<file path="src/rtl/system_bus_pkg.sv">
// Shared types and constants for the clocked 8088 system bus controller.
package system_bus_pkg;

  localparam int unsigned WS_W = 3;

  typedef enum logic [2:0] {
    R_IDLE,
    R_INTA,
    R_RAM,
    R_ROM,
    R_TOUT,
    R_IO,
    R_NONE
  } region_e;

  typedef enum logic [1:0] {
    StIdle,
    StWait,
    StDone
  } bus_state_e;

endpackage

</file>
<file path="src/rtl/bus_wait_gen.sv">
// Loadable down-counter; o_done marks the last wait-state clock of a bus cycle.
module bus_wait_gen
  import system_bus_pkg::*;
(
  input  logic            i_clk,
  input  logic            i_rst_n,
  input  logic            i_load,
  input  logic [WS_W-1:0] i_ws,
  output logic            o_done
);

  logic [WS_W-1:0] r_cnt;

  // Loaded with ws-1 so WAIT lasts exactly ws clocks.
  always_ff @(posedge i_clk or negedge i_rst_n) begin
    if (!i_rst_n) begin
      r_cnt <= '0;
    end else if (i_load) begin
      r_cnt <= i_ws - WS_W'(1);
    end else if (r_cnt != '0) begin
      r_cnt <= r_cnt - WS_W'(1);
    end
  end

  assign o_done = (r_cnt == '0);

endmodule

</file>
<file path="src/rtl/system_bus_ctrl.sv">
// Clocked 8088 bus controller: latched region decode, wait-state insertion, INTA pairing,
// test-out latch and sticky unmapped-access capture.
module system_bus_ctrl
  import system_bus_pkg::*;
#(
  parameter int unsigned             RAM_AW    = 14,
  parameter int unsigned             ROM_AW    = 14,
  parameter int unsigned             NUM_IO    = 3,
  parameter logic [4*NUM_IO-1:0]     IO_HI     = 12'h642,
  parameter logic [7:0]              TOUT_PORT = 8'h56,
  parameter int unsigned             RAM_WS    = 0,
  parameter int unsigned             ROM_WS    = 1,
  parameter int unsigned             IO_WS     = 2
) (
  input  logic                  i_clk,
  input  logic                  i_rst_n,
  input  logic                  i_cpu_rd_n,
  input  logic                  i_cpu_wr_n,
  input  logic                  i_cpu_inta_n,
  input  logic                  i_cpu_iom,
  input  logic [19:0]           i_cpu_addr,
  input  logic [7:0]            i_cpu_dout,
  output logic [7:0]            o_cpu_din,
  output logic                  o_cpu_ready,
  output logic [RAM_AW-1:0]     o_ram_addr,
  output logic                  o_ram_wren,
  input  logic [7:0]            i_ram_q,
  output logic [ROM_AW-1:0]     o_rom_addr,
  input  logic [7:0]            i_rom_q,
  output logic [NUM_IO-1:0]     o_io_cs_n,
  output logic                  o_io_rd_n,
  output logic                  o_io_wr_n,
  output logic [1:0]            o_io_a,
  output logic [7:0]            o_io_wdata,
  input  logic [8*NUM_IO-1:0]   i_io_rdata,
  output logic                  o_pic_inta_n,
  output logic [7:0]            o_test_out,
  output logic                  o_bus_err,
  output logic [19:0]           o_err_addr,
  input  logic                  i_err_clr
);

  bus_state_e        r_state;
  region_e           r_region;
  logic [NUM_IO-1:0] r_io_sel;
  logic              r_prev_high;
  logic              r_wr_n_q;
  logic              r_inta_phase;
  logic [7:0]        r_test_out;
  logic              r_bus_err;
  logic [19:0]       r_err_addr;

  logic              w_all_high;
  logic              w_start;
  logic              w_cyc_start;
  region_e           w_dec_region;
  logic [NUM_IO-1:0] w_dec_io;
  logic [WS_W-1:0]   w_dec_ws;
  logic              w_wait_done;
  logic [7:0]        w_io_data;

  assign w_all_high  = i_cpu_rd_n & i_cpu_wr_n & i_cpu_inta_n;
  // r_prev_high resets low so a strobe held through reset never opens a cycle.
  assign w_start     = r_prev_high & ~w_all_high;
  assign w_cyc_start = w_start & (r_state == StIdle);

  always_comb begin
    w_dec_region = R_NONE;
    w_dec_io     = '0;
    if (!i_cpu_inta_n) begin
      w_dec_region = R_INTA;
    end else if (!i_cpu_iom && (i_cpu_addr[19:RAM_AW] == '0)) begin
      w_dec_region = R_RAM;
    end else if (!i_cpu_iom && (&i_cpu_addr[19:ROM_AW])) begin
      w_dec_region = R_ROM;
    end else if (i_cpu_iom && (i_cpu_addr[7:0] == TOUT_PORT)) begin
      w_dec_region = R_TOUT;
    end else if (i_cpu_iom) begin
      // Descending scan so the lowest matching slot wins.
      for (int k = int'(NUM_IO) - 1; k >= 0; k--) begin
        if (i_cpu_addr[7:4] == IO_HI[4*k +: 4]) begin
          w_dec_region = R_IO;
          w_dec_io     = '0;
          w_dec_io[k]  = 1'b1;
        end
      end
    end
  end

  always_comb begin
    case (w_dec_region)
      R_RAM:        w_dec_ws = WS_W'(RAM_WS);
      R_ROM:        w_dec_ws = WS_W'(ROM_WS);
      R_TOUT, R_IO: w_dec_ws = WS_W'(IO_WS);
      default:      w_dec_ws = '0;
    endcase
  end

  bus_wait_gen u_wait_gen (
    .i_clk   (i_clk),
    .i_rst_n (i_rst_n),
    .i_load  (w_cyc_start),
    .i_ws    (w_dec_ws),
    .o_done  (w_wait_done)
  );

  always_ff @(posedge i_clk or negedge i_rst_n) begin
    if (!i_rst_n) begin
      r_state  <= StIdle;
      r_region <= R_IDLE;
      r_io_sel <= '0;
    end else begin
      unique case (r_state)
        StIdle: begin
          if (w_start) begin
            r_region <= w_dec_region;
            r_io_sel <= w_dec_io;
            r_state  <= (w_dec_ws != '0) ? StWait : StDone;
          end
        end
        StWait: begin
          if (w_all_high) begin
            r_state  <= StIdle;
            r_region <= R_IDLE;
            r_io_sel <= '0;
          end else if (w_wait_done) begin
            r_state <= StDone;
          end
        end
        StDone: begin
          if (w_all_high) begin
            r_state  <= StIdle;
            r_region <= R_IDLE;
            r_io_sel <= '0;
          end
        end
        default: begin
          r_state  <= StIdle;
          r_region <= R_IDLE;
          r_io_sel <= '0;
        end
      endcase
    end
  end

  always_ff @(posedge i_clk or negedge i_rst_n) begin
    if (!i_rst_n) begin
      r_prev_high  <= 1'b0;
      r_wr_n_q     <= 1'b1;
      r_inta_phase <= 1'b0;
      r_test_out   <= '0;
    end else begin
      r_prev_high <= w_all_high;
      r_wr_n_q    <= i_cpu_wr_n;
      if (w_cyc_start && (w_dec_region != R_INTA)) begin
        r_inta_phase <= 1'b0;
      end else if ((r_state == StDone) && w_all_high && (r_region == R_INTA)) begin
        r_inta_phase <= ~r_inta_phase;
      end
      // Only a completed cycle may load; an aborted WAIT leaves the latch untouched.
      if ((r_region == R_TOUT) && (r_state == StDone) && i_cpu_wr_n && !r_wr_n_q) begin
        r_test_out <= i_cpu_dout;
      end
    end
  end

  always_ff @(posedge i_clk or negedge i_rst_n) begin
    if (!i_rst_n) begin
      r_bus_err  <= 1'b0;
      r_err_addr <= '0;
    end else if (i_err_clr) begin
      r_bus_err  <= 1'b0;
      r_err_addr <= '0;
    end else if (w_cyc_start && (w_dec_region == R_NONE) && !r_bus_err) begin
      r_bus_err  <= 1'b1;
      r_err_addr <= i_cpu_addr;
    end
  end

  always_comb begin
    w_io_data = '0;
    for (int k = 0; k < int'(NUM_IO); k++) begin
      if (r_io_sel[k]) begin
        w_io_data = w_io_data | i_io_rdata[8*k +: 8];
      end
    end
  end

  always_comb begin
    case (r_region)
      R_IDLE:  o_cpu_din = '0;
      R_INTA:  o_cpu_din = r_inta_phase ? i_io_rdata[7:0] : 8'hFF;
      R_RAM:   o_cpu_din = i_ram_q;
      R_ROM:   o_cpu_din = i_rom_q;
      R_IO:    o_cpu_din = w_io_data;
      default: o_cpu_din = 8'hFF;
    endcase
  end

  assign o_cpu_ready  = ~((w_cyc_start && (w_dec_ws != '0)) || (r_state == StWait));
  assign o_ram_wren   = (r_region == R_RAM) && (r_state == StDone) && !i_cpu_wr_n;
  assign o_ram_addr   = i_cpu_addr[RAM_AW-1:0];
  assign o_rom_addr   = i_cpu_addr[ROM_AW-1:0];
  assign o_io_cs_n    = (r_state != StIdle) ? ~r_io_sel : '1;
  assign o_io_rd_n    = (r_region == R_IO) ? i_cpu_rd_n : 1'b1;
  assign o_io_wr_n    = (r_region == R_IO) ? i_cpu_wr_n : 1'b1;
  assign o_io_a       = i_cpu_addr[1:0];
  assign o_io_wdata   = i_cpu_dout;
  assign o_pic_inta_n = i_cpu_inta_n;
  assign o_test_out   = r_test_out;
  assign o_bus_err    = r_bus_err;
  assign o_err_addr   = r_err_addr;

endmodule
</file>
<file path="config.mk">
export PLATFORM = sky130hd
export DESIGN_NAME = system_bus_ctrl
export DESIGN_NICKNAME = d
export VERILOG_FILES = /design/src/rtl/system_bus_pkg.sv /design/src/rtl/bus_wait_gen.sv /design/src/rtl/system_bus_ctrl.sv
export SDC_FILE = /design/constraint.sdc
export NUM_CORES = 1
export LEC_CHECK = 0
export BUFFER_PORTS_ARGS = -buffer_cell sky130_fd_sc_hd__buf_4
export CAP_MARGIN = 20
export CORE_MARGIN = 2
export CORE_UTILIZATION = 35
export CTS_CLUSTER_SIZE = 28
export DETAILED_ROUTE_END_ITERATION = 6
export PLACE_DENSITY = 0.67
export SYNTH_ARGS = -nofsm -noshare
export SYNTH_HDL_FRONTEND = slang
export SYNTH_SLANG_ARGS = --single-unit
</file>
<file path="constraint.sdc">
create_clock -name i_clk -period 2.9 [get_ports i_clk]
set_clock_uncertainty 0.05 [all_clocks]
set_input_delay 0.87 -clock i_clk [delete_from_list [all_inputs] [get_ports i_clk]]
set_output_delay 0.87 -clock i_clk [all_outputs]
set_load 0.03 [all_outputs]
</file>
==> run summary, run 1 <==
Synth Cell Area = 3010 um^2
WP data required = 1980 ps
Buf/Inv on CP = 2
Crit share post-route = 99.3%
Maximum fanout along the worst path = 3
Top FF cell, synth = dfrtp_1
Top cells by area, synth = dfrtp_1, nand2b_1, buf_4, mux2i_1, mux2_2
Hold_sp = o_test_out[1]
Vias/cell = 5.00
GR Util All Layers = 16.7%
Setup WS post-layout = 19.5 ps
Final Instance Area = 4180 um^2
Final HPWL DP = 6.18 mm
Core area = 8300 um^2
Via count = 2710
Remaining DRCs = 0
CTS tree = yes
Reg clk slew, reported paths = 80 ps
Post-route ant nets = 0
Row cnt = 33
Die X = 96.8 um
Pwr Density = 576 nW/um^2
Seq/Total Area, Yosys = 35.7%
Async set or reset register ratio after synthesis = 100%
Area grow syn2layout = 38.5%
Post-Syn Instances = 316
Synth cell types = 48
Synth Area per Inst = 9.54 um^2
CP Data Arrival Time = 1960 ps
GRT overflow = 0
Worst-path cell chain = buf_6 -> nand4bb_4 -> a221oi_4 -> o21a_1 -> a21oi_2 -> buf_6
Initial antenna violation count = 0
CP peak stage delay = 340 ps
Layout cells sized above 1 = 45.5%
Max_slew headroom = 63.1%
Total nets after synthesis = 395
Nature of the critical path endpoint = output pin
Min-delay worst type = flop to flop
Routed WL = 8.20 mm
Fin crit period = 2880 ps
YS warnings = 0
Endpoints failing setup = 0
H-tree Lvls = 2
Crit Path Class = input port to output pin
CP Launch Point = i_cpu_addr[3]
CTS Sinks = 43
IO Pins = 158
Chip height = 96.8 um
Share of the synthesized area in the top cell type = 34.9%
Iter 0 DRT Violations = 102
Largest net degree at the start of global routing = 44
Slowest CP cell = a221oi_4
Placed Instance Area = 4030 um^2
Number of synthesized flops with an enable pin = 0
PortBufs = 157
Most frequent cells in the layout = buf_4, nand2b_1, dfrtp_1
Worst-Skew Late Latency = 300 ps
Die footprint = 9370 um^2
Cts bufs inserted = 5
Worst R2R Start = r_state[0]
Status = finished, final reports clean
Leakage power = 1.96 nW
First-pass DRT Iterations = 4
CP most frequent cell = buf_6
Max-slew violations = 0
Filler Cells Inserted = 793
Seq cells post-synth = 43
Ant diodes = 0
Hold Fails Final Rpt = 0
Hold_buf cts = 0
Hold Slack = 464 ps
VDD IR max = 301 uV
Dpl ws = -74.0 ps
Least-Margin Pin Slew = 554 ps
CP Launch Type = input port
RSZ-0062 raised after global routing = yes
Gpl congestion = 0.840
FMAX = 347 MHz
Starting Density = 36.3%
Global-route wire length before repair = 13.2 mm
Layout Nets = 515
Family with the most delay on the worst path = compound AO/OA/AOI/OAI gates
Cell accounting for the most synthesized area = dfrtp_1
Total of max-cap violations = 0
Vias in the first global route = 2704
Commonest non-fill, non-tap cell in the layout = buf_4
Clock root cell = clkbuf_8
Post-DR wirelength/cell = 15.1 um
Worst-case clock buffer depth = 2
[metal layers]
| metal | GRT usage (%) | share of wire (%) |
|---|---|---|
| met5 | 0 | 0 |
| met4 | 2.82 | 0.77 |
| met3 | 4.48 | 8.3 |
| met2 | 28.3 | 48 |
| met1 | 21.8 | 43 |
[logic make-up after synthesis]
family	count (synthesis)	share of synthesized area, %
buffers and inverters	65	13.8
AND/OR/NAND/NOR	110	22.0
XOR/XNOR	1	0.291
adder cells (fa/ha/maj)	4	1.66
AO/OA/AOI/OAI	57	14.2
flip-flops	43	35.7
multiplexers	36	12.3
[registers in the layout, summed over array words and instances (netlist names), 2 cells and up]
register          flops
u_wait_gen.r_cnt      3
o_err_addr           20
r_state               2
r_region              3
o_test_out            8
r_io_sel              3
[cell usage after synthesis, types with 3 or more instances]
| master | instances |
|---|---|
| nand4_1 | 3 |
| mux2i_1 | 27 |
| and3_1 | 3 |
| a221oi_1 | 7 |
| mux2_2 | 9 |
| a22oi_1 | 8 |
| nand2_1 | 12 |
| clkbuf_1 | 14 |
| nand2b_1 | 54 |
| dfrtp_1 | 42 |
| buf_4 | 39 |
| nand3_1 | 12 |
| a21oi_1 | 14 |
| nor2b_1 | 5 |
| inv_1 | 6 |
| o21ai_0 | 9 |
| o31ai_1 | 3 |
| ha_1 | 4 |
| nor2_1 | 8 |
| buf_6 | 3 |
| nand3b_1 | 3 |
[per-stage QoR]
| step | util (%) | TNS (ps) | std cells | power [W] |
|---|---|---|---|---|
| final | 50.3 | 0 | 542 | 0.00240 |
| after global routing | 50.3 | -43.5 | 542 | 0.00255 |
| after CTS | 49.8 | 0 | 541 | 0.00241 |
| after detailed placement | 48.6 | -74.0 | 533 | 0.00203 |
| after global placement | 48.6 | -71.5 | 533 | 0.00201 |
| after floorplan | - | 0 | 316 | 0.00161 |
[worst paths after layout]
check / endpoint / slack [ps] / cells after the start
worst max-delay path: o_cpu_ready / 20 / 6
worst min-delay path: o_test_out[1] / 460 / 1
worst max register to register: u_wait_gen.r_cnt[2] / 830 / 9
worst min register to register: o_test_out[1] / 460 / 1
max in group asynchronous: r_wr_n_q / 1910 / 1
min in group asynchronous: o_err_addr[8] / 500 / 1
[layout make-up]
class                           count  area (um^2)  area share [%]
Tap cell                          105          131            3.15
Multi-Input combinational cell    208         1560            37.4
Clock buffer                        6         72.6            1.74
Inverter                            7         26.3           0.629
Sequential cell                    43         1080            25.8
Clock inverter                      2         12.5           0.300
Timing Repair Buffer              171         1290            31.0
[report_power, final]
group	switching, W	internal [W]	total (W)
registers	0.0000937	0.000684	0.000778
clock network	0.000207	0.000168	0.000375
logic	0.000724	0.000526	0.00125
total	0.00102	0.00138	0.00240
[what timing repair did]
| action | CTS | global route |
|---|---|---|
| resized for setup | 4 | 4 |
| pin swaps | 4 | 3 |
| endpoints found under the setup margin | 1 | 3 |
| buffers inserted | 0 | 1 |
| gates cloned | 0 | 0 |
| endpoints found under the hold margin | 0 | 0 |
No activity file was read; power rests on OpenSTA's default activity.
==> run 2: changes to the inputs <==
--- a/config.mk
+++ b/config.mk
@@ -8,10 +8,10 @@
 export BUFFER_PORTS_ARGS = -buffer_cell sky130_fd_sc_hd__buf_4
 export CAP_MARGIN = 20
 export CORE_MARGIN = 2
-export CORE_UTILIZATION = 35
+export CORE_UTILIZATION = 40
 export CTS_CLUSTER_SIZE = 28
 export DETAILED_ROUTE_END_ITERATION = 6
-export PLACE_DENSITY = 0.67
+export PLACE_DENSITY = 0.74
 export SYNTH_ARGS = -nofsm -noshare
 export SYNTH_HDL_FRONTEND = slang
 export SYNTH_SLANG_ARGS = --single-unit
==> run 2 against run 1 <==
Net effect: maximum frequency rose by 0.65%; final area fell by 0.27%; die area fell by 12%; sequential share of layout area rose by 0.070 points; first-iteration DRC count rose by 73%; non-clock buffer count rose by 1; clock-buffer cell count did not move; critical endpoint unchanged; largest power group unchanged.
==> run summary, run 2 (synthesis gave the netlist of run 1 again) <==
Status = finished, final reports clean
Min-delay worst type = flop to flop
Ant diodes = 0
Die footprint = 8250 um^2
Post-DR wirelength/cell = 15.0 um
Placed Cells = 529
Routed WL = 8.04 mm
Chip height = 90.8 um
Most frequent cells in the layout = buf_4, nand2b_1, dfrtp_1
Clock root cell = clkbuf_8
GRT overflow = 0
IO Pins = 158
Layout cells sized above 1 = 45.2%
Total of max-cap violations = 0
Crit share post-route = 98.7%
RSZ-0062 raised after global routing = yes
Vias/cell = 5.09
Fin crit period = 2860 ps
Cts bufs inserted = 5
CP Data Arrival Time = 1940 ps
CTS Sinks = 43
Filler Cells Inserted = 659
CP Launch Type = input port
Vias in the first global route = 2701
Starting Density = 41.3%
H-tree Lvls = 2
Gpl congestion = 0.765
Via count = 2736
FMAX = 349 MHz
Layout Nets = 516
Least-Margin Pin Slew = 550 ps
Reg clk slew, reported paths = 80 ps
Row cnt = 31
Global-route wire length before repair = 12.9 mm
Hold_buf cts = 0
Final HPWL DP = 6.08 mm
Final Instance Area = 4160 um^2
Endpoints failing setup = 0
First-pass DRT Iterations = 4
Maximum fanout along the worst path = 3
Core area = 7290 um^2
Worst-case clock buffer depth = 2
Largest net degree at the start of global routing = 44
Area grow syn2layout = 38.1%
Pwr Density = 579 nW/um^2
VDD IR max = 264 uV
Leakage power = 1.97 nW
Max_slew headroom = 63.3%
Remaining DRCs = 0
Commonest non-fill, non-tap cell in the layout = buf_4
Worst-Skew Late Latency = 290 ps
WP data required = 1980 ps
Final non-filler cell total = 537
Crit Path Class = input port to output pin
Die X = 90.8 um
Placed Instance Area = 4040 um^2
Max reg flops = 20
Iter 0 DRT Violations = 176
Number of setup buffers added after CTS = 0
PortBufs = 157
Max-slew violations = 0
Hold Fails Final Rpt = 0
GR Util All Layers = 19.0%
CTS tree = yes
Initial antenna violation count = 0
Nature of the critical path endpoint = output pin
Post-route ant nets = 0
run 2: cell types whose count changed in the layout (fill, tap and decap cells not counted), sizes merged:
cell | before | now
buf | 171 | 172
run 2: report_power, final:
group,switching [W],internal (W)
clock network,0.000207,0.000169
logic,0.000727,0.000535
registers,0.0000904,0.000684
run 2: timing repair:
item,CTS,global route
pin swaps,2,3
setup endpoints to repair,1,1
resized for setup,1,4
run 2: area by class of cell:
type                       count  area (um^2)  area share (%)
tap                           99          124            2.97
multi-input combinational    208         1550            37.3
sequential                    43         1080            25.9
timing repair buffer         172         1300            31.2
clock buffer                   6         72.6            1.74
clock inverter                 2         12.5           0.300
inverter                       7         26.3           0.631
run 2: routing by layer:
metal	track usage, %	vias up	routed length, um
met1	22.5	1295	3310
met2	33.8	128	3920
met5	0	-	0
met3	5.43	10	729
li1	-	1303	-
met4	4.42	0	82
run 2: per-stage QoR:
step / utilization (%) / setup WS (ps) / TNS, ps / total power (W) / hold WS, ps
2_1_floorplan: - / 40.0 / 0 / 0.00161 / 474
3_3_place_gp: 55.4 / -63.3 / -63.3 / 0.00202 / 440
3_5_place_dp: 55.4 / -42.8 / -42.8 / 0.00205 / 449
4_1_cts: 56.8 / 2.98 / 0 / 0.00243 / 468
5_1_grt: 57.1 / -25.8 / -25.8 / 0.00256 / 488
6_report: 57.1 / 38.2 / 0 / 0.00241 / 465
run 2: critical path, stage by stage:
cell       delay [ps]
buf_6              90
nand4bb_4         230
a221oi_4          320
o21a_1            210
a21oi_2            70
buf_6             140
run 2: final timing paths:
| path | cells past startpoint | slack [ps] | to | startpoint |
|---|---|---|---|---|
| worst max register to register | 6 | 680 | o_err_addr[10] | r_state[0] |
| min in group asynchronous | 1 | 510 | o_err_addr[3] | i_rst_n |
| worst min register to register | 1 | 460 | o_test_out[7] | o_test_out[7] |
| worst max-delay path | 6 | 40 | o_cpu_ready | i_cpu_addr[0] |
| worst min-delay path | 1 | 460 | o_test_out[7] | o_test_out[7] |
| max in group asynchronous | 1 | 1900 | r_wr_n_q | i_rst_n |
==> run 3: changes to the inputs <==
--- a/config.mk
+++ b/config.mk
@@ -7,7 +7,7 @@
 export LEC_CHECK = 0
 export BUFFER_PORTS_ARGS = -buffer_cell sky130_fd_sc_hd__buf_4
 export CAP_MARGIN = 20
-export CORE_MARGIN = 2
+export CORE_MARGIN = 5
 export CORE_UTILIZATION = 40
 export CTS_CLUSTER_SIZE = 28
 export DETAILED_ROUTE_END_ITERATION = 6
==> constraint.sdc (replaced) <==
create_clock -name i_clk -period 2.9 [get_ports i_clk]
set_clock_uncertainty 0.05 [all_clocks]
set_input_delay 0.435 -clock i_clk [delete_from_list [all_inputs] [get_ports i_clk]]
set_output_delay 0.435 -clock i_clk [all_outputs]
set_load 0.03 [all_outputs]
==> run 3 against run 2 <==
Net effect: combinational power fell by 3%; final area fell by 3.3%; total power fell by 1.3%; clock-buffer cell count did not move; global-route usage fell by 2.3 points; via count fell by 2.9%.
==> run summary, run 3 (synthesis gave the netlist of run 1 again) <==
Routed WL = 8.22 mm
Hold_buf cts = 0
Global-route wire length before repair = 13.3 mm
Vias/cell = 5.07
Layout Nets = 503
Routing usage on met2 = 28.8%
First-pass DRT Iterations = 4
Worst-Skew Late Latency = 290 ps
Post-route ant nets = 0
Setup TNS = 0 ps
Area grow syn2layout = 33.6%
Starting Density = 41.3%
Cts repair resizes = 0
Ant diodes = 0
Slowest CP cell = dfrtp_1
Die footprint = 9370 um^2
H-tree Lvls = 2
VDD IR max = 228 uV
Via count = 2656
Initial antenna violation count = 0
Max-slew violations = 0
Largest net degree at the start of global routing = 44
Chip height = 96.8 um
Status = finished, final reports clean
Fin crit period = 2400 ps
Row cnt = 31
CP Data Arrival Time = 1910 ps
Core area = 7290 um^2
CTS Sinks = 43
Layout cells sized above 1 = 43.1%
Clock root cell = clkbuf_8
Die X = 96.8 um
Remaining DRCs = 0
Crit Path Class = flop to output pin
Met3 Use GR = 6.47%
Crit share post-route = 82.6%
Worst-path cell chain = inv_1 -> ha_1 -> and3_1 -> a21oi_1 -> buf_4
Number of setup buffers added after CTS = 0
Vias in the first global route = 2794
Final Instance Area = 4030 um^2
Maximum fanout along the worst path = 10
Most frequent cells in the layout = buf_4, nand2b_1, dfrtp_1
Leakage power = 1.89 nW
Commonest non-fill, non-tap cell in the layout = buf_4
R2R Setup Slk = 720 ps
WP data required = 2410 ps
Total of max-cap violations = 0
Least-Margin Pin Slew = 579 ps
Post-DR wirelength/cell = 15.7 um
Iter 0 DRT Violations = 80
Endpoints failing setup = 0
Final HPWL DP = 6.28 mm
Worst R2R Start = r_state[0]
Buf/Inv on CP = 2
Final core occ = 55.2%
Max reg flops = 20
CP Launch Point = r_state[0]
Cts bufs inserted = 5
Filler Cells Inserted = 682
Global Route met1 Usage = 19.7%
Hold Fails Final Rpt = 0
CTS tree = yes
GR Util All Layers = 16.7%
CP peak stage delay = 410 ps
Family with the most delay on the worst path = flip-flops
IO Pins = 158
Worst-case clock buffer depth = 2
Max_slew headroom = 61.3%
GRT overflow = 0
CP Launch Type = flop
Min-delay worst type = input port to asynchronous set/reset pin
FMAX = 417 MHz
Gpl congestion = 0.797
Nature of the critical path endpoint = output pin
Pwr Density = 591 nW/um^2
Global route hottest layer = met2
PortBufs = 157
RSZ-0062 raised after global routing = no
Placed Instance Area = 3940 um^2
Reg clk slew, reported paths = 90 ps
## run 3: layout make-up
type / count / area, um^2 / area share (%)
multi-input cells: 208 / 1520 / 37.8
clock buffers: 6 / 72.6 / 1.80
inverters: 7 / 26.3 / 0.652
flip-flops and latches: 43 / 1080 / 26.7
clock inverters: 2 / 12.5 / 0.311
well taps: 99 / 124 / 3.08
repair buffers: 159 / 1190 / 29.6
## run 3: power by group
part	leakage [nW]	total, W	switching [W]	internal, W
clock	0.0412	0.000373	0.000205	0.000168
sequential	0.583	0.000792	0.000108	0.000684
combinational	1.26	0.00122	0.000709	0.000507
total	1.89	0.00238	0.00102	0.00136
## run 3: final timing paths
| check | end | cells after the start |
|---|---|---|
| worst max-delay path | o_cpu_ready | 5 |
| max in group asynchronous | r_wr_n_q | 1 |
| min in group i_clk | r_wr_n_q | 1 |
| worst max register to register | o_err_addr[7] | 6 |
| worst min register to register | o_test_out[2] | 1 |
| worst min-delay path | o_err_addr[10] | 1 |
## run 3: worst reg2reg max path, stage by stage, from the launching register on
cell and delay [ps]:
dfrtp_1 410, inv_1 110, ha_1 390, nand4_4 180
a2111oi_4 340, buf_4 390, mux2i_1 250
## run 3: metal layers
layer | wire length [um] | share of wire, %
met1 | 3530 | 43
met2 | 3810 | 46
met3 | 783 | 9.5
met4 | 89 | 1.1
met5 | 0 | 0
## run 3: metrics by stage
stage | hold slack [ps] | instances | power (W) | setup WS, ps
3_3_place_gp | 416 | 516 | 0.00200 | 626
4_1_cts | 88.2 | 524 | 0.00240 | 513
6_report | 67.2 | 524 | 0.00238 | 504
2_1_floorplan | 89.4 | 316 | 0.00161 | 728
5_1_grt | 108 | 524 | 0.00254 | 376
3_5_place_dp | 418 | 516 | 0.00202 | 600
